### config.mk
export PLATFORM = sky130hd
export DESIGN_NAME = mio_bus_ctrl_flat
export DESIGN_NICKNAME = d
export VERILOG_FILES = /design/src/rtl/mio_bus_ctrl_pkg.sv /design/src/rtl/mio_bus_ctrl_if.sv /design/src/rtl/mio_wait_cnt.sv /design/src/rtl/mio_bus_ctrl.sv /design/src/flat_wrapper.sv
export SDC_FILE = /design/constraint.sdc
export NUM_CORES = 1
export LEC_CHECK = 0
export CAP_MARGIN = 20
export CELL_PAD_IN_SITES_DETAIL_PLACEMENT = 0
export CELL_PAD_IN_SITES_GLOBAL_PLACEMENT = 2
export CORE_MARGIN = 3
export CORE_UTILIZATION = 26
export DETAILED_ROUTE_END_ITERATION = 16
export PLACE_DENSITY = 0.86
export SYNTH_ARGS = -nofsm -noshare
export SYNTH_HDL_FRONTEND = slang
export SYNTH_SLANG_ARGS = --single-unit
### constraint.sdc
create_clock -name clk -period 2.2 [get_ports clk]
set_input_delay 0.44 -clock clk [delete_from_list [all_inputs] [get_ports clk]]
set_output_delay 0.44 -clock clk [all_outputs]
set_load 0.01 [all_outputs]
### src/rtl/mio_bus_ctrl_pkg.sv
// Shared definitions for the MIO bus controller: FSM state encodings and the
// fill bit used to build the data word returned on a bus error.
package mio_bus_ctrl_pkg;

  typedef enum logic [2:0] {
    ST_IDLE   = 3'd0,
    ST_ACCESS = 3'd1,
    ST_DONE   = 3'd2,
    ST_ERR    = 3'd3
  } mio_state_t;

  // Every bit of Data_to_cpu takes this value on a timed-out access.
  localparam logic ERR_FILL = 1'b1;

endpackage

### src/rtl/mio_bus_ctrl_if.sv
// CPU-side request/response and peripheral-channel signals of the MIO bus.
// Handshake: CPU_MIO is a level request, held with mem_w/Addr_in/Data_in stable
// until the one-cycle MIO_ready pulse; a channel finishes by pulsing its ch_ack bit.
interface mio_bus_ctrl_if #(
  parameter int ADDR_W = 32,
  parameter int DATA_W = 32,
  parameter int N_CH   = 4
);

  logic                   CPU_MIO;
  logic                   mem_w;
  logic [ADDR_W-1:0]      Addr_in;
  logic [DATA_W-1:0]      Data_in;
  logic                   MIO_ready;
  logic [DATA_W-1:0]      Data_to_cpu;
  logic                   bus_err;
  logic [N_CH-1:0]        ch_sel;
  logic                   ch_we;
  logic [ADDR_W-1:0]      ch_addr;
  logic [DATA_W-1:0]      ch_wdata;
  logic [N_CH*DATA_W-1:0] ch_rdata;
  logic [N_CH-1:0]        ch_ack;

  modport slave (
    input  CPU_MIO, mem_w, Addr_in, Data_in, ch_rdata, ch_ack,
    output MIO_ready, Data_to_cpu, bus_err, ch_sel, ch_we, ch_addr, ch_wdata
  );

  modport master (
    output CPU_MIO, mem_w, Addr_in, Data_in, ch_rdata, ch_ack,
    input  MIO_ready, Data_to_cpu, bus_err, ch_sel, ch_we, ch_addr, ch_wdata
  );

endinterface

### src/rtl/mio_wait_cnt.sv
// Saturating wait counter for one bus access, with compares against the
// channel's minimum wait and the fixed no-ack timeout.
module mio_wait_cnt #(
  parameter int WAIT_W  = 4,
  parameter int TIMEOUT = 15
) (
  input  logic              clk,
  input  logic              reset,
  input  logic              clr,
  input  logic              en,
  input  logic [WAIT_W-1:0] min_wait,
  output logic [WAIT_W-1:0] cnt,
  output logic              min_met,
  output logic              at_timeout
);

  localparam logic [WAIT_W-1:0] TIMEOUT_V = WAIT_W'(TIMEOUT);

  always_ff @(posedge clk or negedge reset) begin
    if (!reset) begin
      cnt <= '0;
    end else if (clr) begin
      cnt <= '0;
    end else if (en && (cnt != '1)) begin
      cnt <= cnt + 1'b1;
    end
  end

  assign min_met    = (cnt >= min_wait);
  assign at_timeout = (cnt == TIMEOUT_V);

endmodule

### src/rtl/mio_bus_ctrl.sv
// MIO bus controller: latches one CPU request, routes it to the channel chosen by
// the top address bits, waits for that channel's ack (or times out) and replies.
module mio_bus_ctrl
  import mio_bus_ctrl_pkg::*;
#(
  parameter int                       ADDR_W   = 32,
  parameter int                       DATA_W   = 32,
  parameter int                       N_CH     = 4,
  parameter int                       WAIT_W   = 4,
  parameter logic [N_CH*WAIT_W-1:0]   MIN_WAIT = '0,
  parameter int                       TIMEOUT  = 15
) (
  input  logic             clk,
  input  logic             reset,
  mio_bus_ctrl_if.slave    bus,
  output logic [2:0]       state
);

  localparam int CH_W = $clog2(N_CH);

  mio_state_t        cur, nxt;
  logic [CH_W-1:0]   ch_idx;
  logic              we_q;
  logic              ack_seen;
  logic [DATA_W-1:0] rdata_cap;
  logic [DATA_W-1:0] rdata_now;
  logic [WAIT_W-1:0] min_wait_sel;
  logic [WAIT_W-1:0] wcnt;
  logic              ack_now;
  logic              min_met;
  logic              at_timeout;

  assign min_wait_sel = MIN_WAIT[ch_idx*WAIT_W +: WAIT_W];
  assign rdata_now    = bus.ch_rdata[ch_idx*DATA_W +: DATA_W];
  // Acks from channels other than the latched one never reach the FSM.
  assign ack_now      = (cur == ST_ACCESS) && bus.ch_ack[ch_idx];
  assign state        = cur;

  mio_wait_cnt #(
    .WAIT_W  (WAIT_W),
    .TIMEOUT (TIMEOUT)
  ) u_wait_cnt (
    .clk        (clk),
    .reset      (reset),
    .clr        (cur == ST_IDLE),
    .en         (cur == ST_ACCESS),
    .min_wait   (min_wait_sel),
    .cnt        (wcnt),
    .min_met    (min_met),
    .at_timeout (at_timeout)
  );

  always_comb begin
    nxt = cur;
    unique case (cur)
      ST_IDLE:   if (bus.CPU_MIO) nxt = ST_ACCESS;
      // An ack arriving on the timeout cycle still completes normally.
      ST_ACCESS: begin
        if ((ack_now || ack_seen) && min_met)       nxt = ST_DONE;
        else if (!(ack_now || ack_seen) && at_timeout) nxt = ST_ERR;
      end
      ST_DONE:   nxt = ST_IDLE;
      ST_ERR:    nxt = ST_IDLE;
      default:   nxt = ST_IDLE;
    endcase
  end

  always_comb begin
    bus.ch_sel = '0;
    if (cur == ST_ACCESS) bus.ch_sel[ch_idx] = 1'b1;
  end

  assign bus.ch_we = we_q && (cur == ST_ACCESS);

  always_ff @(posedge clk or negedge reset) begin
    if (!reset) begin
      cur             <= ST_IDLE;
      bus.MIO_ready   <= 1'b0;
      bus.bus_err     <= 1'b0;
      bus.ch_addr     <= '0;
      bus.ch_wdata    <= '0;
      bus.Data_to_cpu <= '0;
      we_q            <= 1'b0;
      ch_idx          <= '0;
      ack_seen        <= 1'b0;
      rdata_cap       <= '0;
    end else begin
      cur           <= nxt;
      bus.MIO_ready <= (nxt == ST_DONE) || (nxt == ST_ERR);
      bus.bus_err   <= (nxt == ST_ERR);
      if ((cur == ST_IDLE) && bus.CPU_MIO) begin
        we_q         <= bus.mem_w;
        bus.ch_addr  <= bus.Addr_in;
        bus.ch_wdata <= bus.Data_in;
        ch_idx       <= bus.Addr_in[ADDR_W-1 -: CH_W];
        ack_seen     <= 1'b0;
      end
      if (ack_now) begin
        ack_seen  <= 1'b1;
        rdata_cap <= rdata_now;
      end
      // Response data is loaded on entry to DONE/ERR so it is valid with MIO_ready.
      if ((cur == ST_ACCESS) && (nxt == ST_DONE) && !we_q) begin
        bus.Data_to_cpu <= ack_now ? rdata_now : rdata_cap;
      end else if (nxt == ST_ERR) begin
        bus.Data_to_cpu <= {DATA_W{ERR_FILL}};
      end
    end
  end

endmodule
### src/flat_wrapper.sv
// flat-port wrapper written by rule: the top's interface ports become plain ports
module mio_bus_ctrl_flat import mio_bus_ctrl_pkg::*;
#(
  parameter int                       ADDR_W   = 32,
  parameter int                       DATA_W   = 32,
  parameter int                       N_CH     = 4,
  parameter int                       WAIT_W   = 4,
  parameter logic [N_CH*WAIT_W-1:0]   MIN_WAIT = '0,
  parameter int                       TIMEOUT  = 15
)
  (clk, reset, state, bus_CPU_MIO, bus_mem_w, bus_Addr_in, bus_Data_in, bus_ch_rdata, bus_ch_ack, bus_MIO_ready, bus_Data_to_cpu, bus_bus_err, bus_ch_sel, bus_ch_we, bus_ch_addr, bus_ch_wdata);
  mio_bus_ctrl_if #(.ADDR_W(ADDR_W), .DATA_W(DATA_W), .N_CH(N_CH)) bus_i ();
  input  logic clk;
  input  logic reset;
  output logic [2:0] state;
  input wire logic [$bits(bus_i.CPU_MIO)-1:0] bus_CPU_MIO;
  input wire logic [$bits(bus_i.mem_w)-1:0] bus_mem_w;
  input wire logic [$bits(bus_i.Addr_in)-1:0] bus_Addr_in;
  input wire logic [$bits(bus_i.Data_in)-1:0] bus_Data_in;
  input wire logic [$bits(bus_i.ch_rdata)-1:0] bus_ch_rdata;
  input wire logic [$bits(bus_i.ch_ack)-1:0] bus_ch_ack;
  output wire logic [$bits(bus_i.MIO_ready)-1:0] bus_MIO_ready;
  output wire logic [$bits(bus_i.Data_to_cpu)-1:0] bus_Data_to_cpu;
  output wire logic [$bits(bus_i.bus_err)-1:0] bus_bus_err;
  output wire logic [$bits(bus_i.ch_sel)-1:0] bus_ch_sel;
  output wire logic [$bits(bus_i.ch_we)-1:0] bus_ch_we;
  output wire logic [$bits(bus_i.ch_addr)-1:0] bus_ch_addr;
  output wire logic [$bits(bus_i.ch_wdata)-1:0] bus_ch_wdata;
  assign bus_i.CPU_MIO = bus_CPU_MIO;
  assign bus_i.mem_w = bus_mem_w;
  assign bus_i.Addr_in = bus_Addr_in;
  assign bus_i.Data_in = bus_Data_in;
  assign bus_i.ch_rdata = bus_ch_rdata;
  assign bus_i.ch_ack = bus_ch_ack;
  assign bus_MIO_ready = bus_i.MIO_ready;
  assign bus_Data_to_cpu = bus_i.Data_to_cpu;
  assign bus_bus_err = bus_i.bus_err;
  assign bus_ch_sel = bus_i.ch_sel;
  assign bus_ch_we = bus_i.ch_we;
  assign bus_ch_addr = bus_i.ch_addr;
  assign bus_ch_wdata = bus_i.ch_wdata;
  mio_bus_ctrl #(.ADDR_W(ADDR_W), .DATA_W(DATA_W), .N_CH(N_CH), .WAIT_W(WAIT_W), .MIN_WAIT(MIN_WAIT), .TIMEOUT(TIMEOUT)) u_core (.clk(clk), .reset(reset), .bus(bus_i), .state(state));
endmodule
==> results_tabular.tex, run 1 <==
\begin{tabular}{lr}
\hline
Metric & Value \\
\hline
\multicolumn{2}{l}{\textbf{Outcome}} \\
Result of the run & finished, final reports clean \\
\multicolumn{2}{l}{\textbf{Die}} \\
Number of placement rows & 56 \\
Overall die area & 26,000 um\^{}2 \\
IO Pins & 306 \\
Effective utilization at floorplan & 0.266 \\
Core Region & about 24,000 um\^{}2 \\
Floorplan die height & 161 um \\
Die width & between 150 and 200 um \\
\multicolumn{2}{l}{\textbf{Drt}} \\
Drt total wl & 19,700 um \\
Post-DR vias/cell & 4.60 \\
Via count & 4,711 \\
Pre-antenna DRT Iters & 4 \\
DRC & 0 \\
WL per Instance & 19.2 um \\
Final ANT Viol Nets & 0 \\
Drt first-iter violations & 149 \\
\multicolumn{2}{l}{\textbf{Critical path}} \\
Cell type of the slowest stage on the worst timing path & sky130\_fd\_sc\_hd\_\_mux4\_2 \\
Data arrival time of the critical path & 2.44 ns \\
Worst setup path category & primary input to flip-flop \\
Count of cells along the worst register-to-register path & 5 \\
Capturing element type of the critical path & flip-flop \\
Maximum fanout along the worst path & 22 \\
Stages on the worst setup path & 6 \\
Worst setup slack for register-to-register paths & 0.07 ns \\
Setup crit start & bus\_ch\_ack[0] \\
Worst R2R Start & u\_core.ch\_idx[0] \\
Buffer and inverter count on the worst path & 2 \\
Top delay family on crit path & multiplexers \\
CP cell instances & clkdlybuf4s50\_1 -> mux4\_2 -> nand2\_4 -> buf\_12 -> mux2\_2 -> o32a\_1 \\
Critical path required time & roughly 2.5 ns \\
CP Launch Type & primary input \\
Termination of the worst setup path & u\_core.bus.Data\_to\_cpu[31] \\
Endpoint of the worst register-to-register path & u\_core.bus.Data\_to\_cpu[31] \\
Slowest stage delay, CP & 0.52 ns \\
\multicolumn{2}{l}{\textbf{STA}} \\
Slew of the pin with the lowest slew margin & about 0.76 ns \\
Post-layout min period & 2.15 ns \\
Worst clock skew & 0.0115 ns \\
Final setup vio count & 0 \\
Number of hold violations in the final report & 0 \\
Period utilisation layout & 0.976 \\
Setup repair after global routing missed its margin & false \\
FMAX & 466 MHz \\
Count of pins over their slew limit & 0 \\
Relative max-transition margin & 0.491 \\
\multicolumn{2}{l}{\textbf{Clocking}} \\
Clock root buffer & sky130\_fd\_sc\_hd\_\_clkbuf\_16 \\
Clock latency on the worst-skew pair & between 0.4 and 0.5 ns \\
CTS tree & done \\
Number of buffers added by the clock tree synthesis step & 17 \\
Clock-pin slew of the registers on the worst-case setup and hold paths & 0.06 ns \\
H-tree levels & 4 \\
Count of clock tree sinks & around 140 \\
Largest buffer count on any clock path & 2 \\
\multicolumn{2}{l}{\textbf{Global routing}} \\
Total track usage & 0.150 \\
Antenna violations before repair & 1 \\
Largest net degree at the start of global routing & 140 \\
Wire length of the first global-routing pass & 30,300 um \\
Number of global-route vias before repair & between 5,000 and 6,000 \\
Residual overflow from global routing & 0 \\
\multicolumn{2}{l}{\textbf{Synthesis}} \\
Gate Count Post-Synth & 379 \\
Area fraction in and, or, nand and nor cells after synthesis & 0.0220 \\
Dominant combinational cell family by area after synthesis & multiplexers \\
Sequential fraction of the synthesis area & 0.556 \\
Synthesis-stage register bit count & 139 \\
Adder-Cell Fraction of Synth Area & 0.00400 \\
Warnings, synthesis & 0 \\
Distinct cell type count after synthesis & 36 \\
Post-synthesis instance area & around 6300 um\^{}2 \\
Share of synthesized area spent on multiplexers & 0.320 \\
Post-synth net total & $\sim$580 \\
Mean Syn Cell Area & 16.5 um\^{}2 \\
Share of the synthesized netlist area taken by xor and xnor gates & 0 \\
Synthesized-area fraction occupied by ao, oa, aoi and oai cells & 0.0654 \\
\multicolumn{2}{l}{\textbf{Place}} \\
Routability cong. & 0.769 \\
Detailed-placement wirelength estimate & 14,300 um \\
Buffers on Ports & 305 \\
\multicolumn{2}{l}{\textbf{Pwr}} \\
Total design power & 11.3 mW \\
Standby leakage power & 4.22 nW \\
Peak ir drop on the vdd network & 0.518 mV \\
Power Density & $\sim$1100 nW/um\^{}2 \\
\multicolumn{2}{l}{\textbf{Finish}} \\
Layout cell share with drive strength beyond 1 & 0.267 \\
P\&R area growth vs syn & 65.6\% \\
Final layout net count & 894 \\
Post-layout utilization of the core & 0.440 \\
\multicolumn{2}{l}{\textbf{Run}} \\
Max-cap violation count & 0 \\
\multicolumn{2}{l}{\textbf{Min path}} \\
Worst hold path class & primary input to asynchronous set/reset pin \\
\hline
\end{tabular}
sequential cells by signal (all words and copies together) (netlist names):
register	count
u_core.bus.Data_to_cpu	32
u_core.bus.ch_wdata	32
u_core.rdata_cap	32
u_core.bus.ch_addr	30
u_core.u_wait_cnt.cnt	4
u_core.state	3
u_core.ch_idx	2
u_core.ack_seen	1
u_core.bus.MIO_ready	1
u_core.bus.bus_err	1
u_core.we_q	1
worst register-to-register path, cell delays in order, from the launching register on:
cell and delay, ns:
sky130_fd_sc_hd__dfrtp_2 0.42, sky130_fd_sc_hd__mux4_2 0.56, sky130_fd_sc_hd__nand2_4 0.12, sky130_fd_sc_hd__buf_12 0.21, sky130_fd_sc_hd__mux2_2 0.39, sky130_fd_sc_hd__o32a_1 0.32
synthesized netlist by cell type:
cell	instances	area, um^2
sky130_fd_sc_hd__a22oi_1	1	7.51
sky130_fd_sc_hd__mux2_4	30	450
sky130_fd_sc_hd__mux2i_2	1	13.8
sky130_fd_sc_hd__nor3_1	1	5.00
sky130_fd_sc_hd__ha_1	2	25.0
sky130_fd_sc_hd__nor3b_1	1	7.51
sky130_fd_sc_hd__nand3_1	2	10.0
sky130_fd_sc_hd__nor3b_4	1	18.8
sky130_fd_sc_hd__nor2b_1	2	12.5
sky130_fd_sc_hd__a22o_1	1	8.76
sky130_fd_sc_hd__conb_1	1	3.75
sky130_fd_sc_hd__buf_6	4	45.0
sky130_fd_sc_hd__mux4_2	28	631
sky130_fd_sc_hd__buf_1	3	11.3
sky130_fd_sc_hd__nor2_1	5	18.8
sky130_fd_sc_hd__nand2_1	4	15.0
sky130_fd_sc_hd__nand2b_1	1	6.26
sky130_fd_sc_hd__nand2_2	1	6.26
sky130_fd_sc_hd__or2_2	1	6.26
sky130_fd_sc_hd__and3_1	3	18.8
sky130_fd_sc_hd__o22ai_1	1	6.26
sky130_fd_sc_hd__buf_12	2	40.0
sky130_fd_sc_hd__buf_2	13	65.1
sky130_fd_sc_hd__and2_1	1	6.26
sky130_fd_sc_hd__dfrtp_1	139	3480
sky130_fd_sc_hd__clkbuf_1	8	30.0
sky130_fd_sc_hd__inv_1	3	11.3
sky130_fd_sc_hd__o32a_1	32	320
sky130_fd_sc_hd__a21oi_1	7	35.0
sky130_fd_sc_hd__a41oi_1	1	8.76
sky130_fd_sc_hd__o21ai_0	3	15.0
sky130_fd_sc_hd__mux4_1	5	131
sky130_fd_sc_hd__a21o_1	1	7.51
sky130_fd_sc_hd__nand4_1	1	6.26
sky130_fd_sc_hd__mux2_2	67	754
sky130_fd_sc_hd__mux2i_1	2	20.0
per-stage QoR:
stage	cell area [um^2]	TNS [ns]	hold WS, ns	cells	setup slack [ns]
finish	10400	0	0.0974	1025	0.0525
global route	10400	0	0.193	1024	0.000800
CTS	10400	0	0.168	1024	0.0179
detailed placement	9740	-11.77	0.481	990	-0.376
global placement	9740	-9.75	0.481	990	-0.333
floorplan	6260	0	0.144	379	0.120
repair_timing:
action | CTS | global route
gates resized for setup | 6 | 11
hold buffers | 0 | 0
gates cloned | 1 | 0
pin swaps | 1 | 0
buffers inserted | 1 | 0
setup endpoints to repair | 7 | 7
placed cells by master, fill, tap and decap left out, types with 3 or more instances in the layout:
cell / Yosys / final
sky130_fd_sc_hd__clkinv_4: 0 / 3
sky130_fd_sc_hd__mux4_2: 28 / 28
sky130_fd_sc_hd__clkbuf_16: 0 / 17
sky130_fd_sc_hd__buf_4: 0 / 11
sky130_fd_sc_hd__mux4_1: 5 / 5
sky130_fd_sc_hd__inv_1: 3 / 3
sky130_fd_sc_hd__nand2_1: 4 / 4
sky130_fd_sc_hd__mux2_2: 67 / 66
sky130_fd_sc_hd__clkbuf_2: 0 / 3
sky130_fd_sc_hd__inv_6: 0 / 6
sky130_fd_sc_hd__a21oi_1: 7 / 7
sky130_fd_sc_hd__mux2_4: 30 / 31
sky130_fd_sc_hd__o32a_1: 32 / 32
sky130_fd_sc_hd__o21ai_0: 3 / 3
sky130_fd_sc_hd__nor2_1: 5 / 5
sky130_fd_sc_hd__dfrtp_1: 139 / 137
sky130_fd_sc_hd__clkdlybuf4s50_1: 0 / 299
sky130_fd_sc_hd__buf_12: 2 / 6
power breakdown:
group / internal, mW / total, mW / switching, mW / leakage, nW
logic: 2.77 / 4.44 / 1.68 / 2.29
registers: 3.51 / 3.99 / 0.484 / 1.65
clock network: 1.63 / 2.82 / 1.20 / 0.283
total: 7.90 / 11.3 / 3.36 / 4.22
worst min path at each step:
| stage | end | cells past startpoint |
|---|---|---|
| 6_report | u_core.bus.Data_to_cpu[24] | 2 |
| 5_1_grt | u_core.bus.ch_addr[15] | 2 |
| 4_1_cts | u_core.bus.ch_addr[17] | 2 |
| 3_5_place_dp | u_core.rdata_cap[9] | 1 |
| 3_3_place_gp | u_core.bus.Data_to_cpu[25] | 1 |
| 2_1_floorplan | u_core.ack_seen | 0 |
per-layer routing:
metal / vias to the layer above / global-route usage / routed length (um)
met5: - / 0 / 13
met4: 2 / 0.0508 / 410
met3: 28 / 0.0521 / 1530
met2: 199 / 0.258 / 9910
met1: 2386 / 0.175 / 7820
li1: 2096 / - / -
cell type report:
type                    count  area, um^2
diodes                      1        2.50
clock buffers              18         439
clock inverters            14         146
fillers                  2158       13200
inverters                   3        11.3
multi-input cells         207        2600
flip-flops and latches    139        3480
well taps                 319         399
repair buffers            324        3280
logic make-up (layout without fill, tap and decap cells):
group | after synthesis | in the layout
AOI/OAI and AO/OA | 47 | 47
adders and majority gates | 2 | 2
buffers and inverters | 33 | 359
DFF | 139 | 139
muxes | 133 | 133
other | 1 | 2
and+or+nand+nor | 24 | 24
Power figures use the tool's default switching activity.
==> run 2: changes to the inputs <==
- ABC_AREA: not set -> 1
- CORE_UTILIZATION: 26 -> 22
- PLACE_DENSITY: 0.86 -> 0.87
==> results_tabular.tex, run 2 <==
\begin{tabular}{lr}
\hline
Metric & Value \\
\hline
\multicolumn{2}{l}{\textbf{Outcome}} \\
Result of the run & finished, final reports clean \\
\multicolumn{2}{l}{\textbf{STA}} \\
Minimum setup slack in the final design & 0.159 ns \\
Relative max-transition margin & 0.539 \\
Number of hold violations in the final report & 0 \\
Post-layout min period & 2.04 ns \\
Total negative slack for setup checks & 0 ns \\
Final setup vio count & 0 \\
Count of pins over their slew limit & 0 \\
FMAX & 490 MHz \\
Period utilisation layout & 0.928 \\
Slew of the pin with the lowest slew margin & 0.690 ns \\
Worst clock skew & 0.0119 ns \\
Setup repair after global routing missed its margin & true \\
\multicolumn{2}{l}{\textbf{Global routing}} \\
Wire length of the first global-routing pass & between 40,000 and 50,000 um \\
Residual overflow from global routing & 0 \\
Antenna violations before repair & 0 \\
Number of global-route vias before repair & approximately 7,000 \\
Total track usage & 0.157 \\
Largest net degree at the start of global routing & 64 \\
\multicolumn{2}{l}{\textbf{Die}} \\
Die width & around 180 um \\
Effective utilization at floorplan & 0.224 \\
Core Region & 30,700 um\^{}2 \\
IO Pins & 306 \\
Number of placement rows & 64 \\
Overall die area & 33,500 um\^{}2 \\
Floorplan die height & 183 um \\
\multicolumn{2}{l}{\textbf{Finish}} \\
Antenna cells & 0 \\
Registers with the most flip-flops & u\_core.bus.Data\_to\_cpu x32, u\_core.bus.ch\_wdata x32, u\_core.rdata\_cap x32 \\
Post-layout utilization of the core & 0.363 \\
Most used cells in the layout excluding fill and tap cells & sky130\_fd\_sc\_hd\_\_nand2\_1 (529), sky130\_fd\_sc\_hd\_\_clkdlybuf4s50\_1 (299), sky130\_fd\_sc\_hd\_\_dfrtp\_1 (138) \\
Final layout net count & approximately 1,500 \\
Layout cell share with drive strength beyond 1 & 0.0637 \\
Commonest non-fill, non-tap cell in the layout & sky130\_fd\_sc\_hd\_\_nand2\_1 \\
P\&R area growth vs syn & 61.8\% \\
\multicolumn{2}{l}{\textbf{Synthesis}} \\
Post-synthesis instance area & around 7000 um\^{}2 \\
Sequential fraction of the synthesis area & 0.504 \\
Largest area contributor in the netlist & sky130\_fd\_sc\_hd\_\_dfrtp\_1 \\
Leading register cell type out of synthesis & sky130\_fd\_sc\_hd\_\_dfrtp\_1 \\
Area share of the largest cell type after synthesis & 0.504 \\
Post-synth net total & around 1,200 \\
Area contributors post-synth & sky130\_fd\_sc\_hd\_\_dfrtp\_1 (50\%), sky130\_fd\_sc\_hd\_\_nand2\_1 (29\%), sky130\_fd\_sc\_hd\_\_nand3\_1 (7.3\%) \\
Async S/R FF share, synth & 1.00 \\
Post-synth EDFFs & 0 \\
Gate Count Post-Synth & 972 \\
Distinct cell type count after synthesis & 28 \\
Commonest cells in the netlist & sky130\_fd\_sc\_hd\_\_nand2\_1 (530), sky130\_fd\_sc\_hd\_\_dfrtp\_1 (139), sky130\_fd\_sc\_hd\_\_nand3\_1 (101), sky130\_fd\_sc\_hd\_\_inv\_1 (76), sky130\_fd\_sc\_hd\_\_nor2\_1 (43) \\
Mean Syn Cell Area & 7.10 um\^{}2 \\
Synthesis-stage register bit count & 139 \\
Leading cell type by number of instances after synthesis & sky130\_fd\_sc\_hd\_\_nand2\_1 \\
Warnings, synthesis & 0 \\
\multicolumn{2}{l}{\textbf{Pwr}} \\
Share of total power in combinational logic & 0.429 \\
Sequential power share & 0.337 \\
Standby leakage power & between 5 and 6 nW \\
Internal power of the cells & 7.38 mW \\
NetSw & between 4 and 5 mW \\
Net switching fraction of the power & 0.373 \\
Peak ir drop on the vdd network & 0.502 mV \\
Clk pwr share & 0.234 \\
Power Density & 1050 nW/um\^{}2 \\
\multicolumn{2}{l}{\textbf{Critical path}} \\
CP Launch Type & flip-flop \\
Critical path required time & 1.76 ns \\
Maximum fanout along the worst path & 19 \\
Buffer and inverter count on the worst path & 3 \\
Slowest stage delay, CP & 0.39 ns \\
Worst setup path category & flip-flop to output pin \\
Worst R2R Start & u\_core.ch\_idx[1] \\
Worst setup slack for register-to-register paths & roughly 0.22 ns \\
Cell type of the slowest stage on the worst timing path & sky130\_fd\_sc\_hd\_\_dfrtp\_1 \\
Setup crit start & u\_core.ch\_idx[0] \\
Capturing element type of the critical path & output pin \\
Data arrival time of the critical path & between 1.5 and 2 ns \\
CP cell instances & inv\_2 -> buf\_12 -> nand2\_1 -> nor2\_1 -> dlygate4sd2\_1 \\
Top delay family on crit path & buffers and inverters \\
\multicolumn{2}{l}{\textbf{Drt}} \\
Via count & 7,020 \\
Drt first-iter violations & around 250 \\
DRC & 0 \\
Drt total wl & around 27,000 um \\
Pre-antenna DRT Iters & 4 \\
Final ANT Viol Nets & 0 \\
Post-DR vias/cell & between 4 and 5 \\
WL per Instance & approximately 16 um \\
\multicolumn{2}{l}{\textbf{Place}} \\
Buffers on Ports & 305 \\
Routability cong. & 0.774 \\
Detailed-placement wirelength estimate & about 19,000 um \\
Pre-CTS WS & 0.0671 ns \\
\multicolumn{2}{l}{\textbf{Min path}} \\
Worst hold path class & primary input to asynchronous set/reset pin \\
\multicolumn{2}{l}{\textbf{Clocking}} \\
Number of buffers added by the clock tree synthesis step & 17 \\
Clock root buffer & sky130\_fd\_sc\_hd\_\_clkbuf\_16 \\
Post-CTS setup buffer count & 0 \\
Clock-pin slew of the registers on the worst-case setup and hold paths & 0.07 ns \\
CTS tree & done \\
Count of clock tree sinks & $\sim$140 \\
Clock latency on the worst-skew pair & 0.42 ns \\
Largest buffer count on any clock path & 2 \\
H-tree levels & 4 \\
\multicolumn{2}{l}{\textbf{Run}} \\
Max-cap violation count & 0 \\
\hline
\end{tabular}
run 2: changes by cell type in the layout (fill, tap and decap cells not counted), moves of 5 or more:
cell,previous run,this run
sky130_fd_sc_hd__nand2_1,4,529
sky130_fd_sc_hd__nand3_1,2,101
sky130_fd_sc_hd__inv_1,3,75
sky130_fd_sc_hd__mux2_2,66,0
sky130_fd_sc_hd__nor2_1,5,42
sky130_fd_sc_hd__o32a_1,32,0
sky130_fd_sc_hd__mux2_4,31,0
sky130_fd_sc_hd__mux4_2,28,0
sky130_fd_sc_hd__buf_4,11,19
sky130_fd_sc_hd__a21oi_1,7,1
sky130_fd_sc_hd__buf_12,6,12
sky130_fd_sc_hd__inv_2,0,5
sky130_fd_sc_hd__mux4_1,5,0
run 2: what timing repair did:
action	CTS	global route
hold buffers	0	0
resized for setup	5	2
pin swaps	0	0
endpoints found under the setup margin	5	15
gates cloned	1	0
run 2: power groups by stage:
stage / clock (mW) / sequential, mW / combinational [mW]
floorplan: 0 / 4.23 / 2.04
global placement: 0 / 3.98 / 5.08
detailed placement: 0 / 4.00 / 5.08
CTS: 2.85 / 3.98 / 5.17
global route: 2.97 / 4.10 / 5.67
finish: 2.76 / 3.97 / 5.05
run 2: routing by layer:
metal / vias to the layer above / track usage / routed length [um]
met4: 0 / 0.0332 / 227
met1: 3208 / 0.197 / 11700
met3: 16 / 0.0625 / 2470
li1: 3543 / - / -
met5: - / 0 / 0
met2: 253 / 0.259 / 12200
run 2: metrics by stage:
stage	hold slack, ns	instance area (um^2)	total power [mW]	std cells
after floorplan	0.144	6900	6.28	972
after global placement	0.461	10600	9.06	1651
after detailed placement	0.464	10600	9.08	1651
after CTS	0.0353	11200	12.0	1684
after global routing	0.0381	11200	12.7	1684
final	0.0174	11200	11.8	1684
run 2: cell families after synthesis:
family	Yosys count	synth area share
buffers and inverters	133	0.0819
AND/OR/NAND/NOR	687	0.399
AO/OA/AOI/OAI	10	0.0112
flip-flops	139	0.504
adder cells (fa/ha/maj)	2	0.00363
other	1	0.000543
run 2: final timing paths:
| check | end | cells past startpoint |
|---|---|---|
| worst min register to register | u_core.bus.ch_addr[25] | 2 |
| max in group asynchronous | u_core.bus.ch_addr[29] | 2 |
| worst min-delay path | u_core.bus.ch_addr[10] | 1 |
| worst max register to register | u_core.bus.Data_to_cpu[3] | 11 |
| min in group clk | u_core.bus.ch_addr[25] | 2 |
| worst max-delay path | bus_ch_sel[2] | 5 |
run 2: cell type report:
class	instances	area (um^2)
fill	3229	19600
sequential	139	3480
timing repair buffer	337	3460
multi-input combinational	700	2880
tap	396	495
clock buffer	17	425
inverter	80	300
clock inverter	15	129
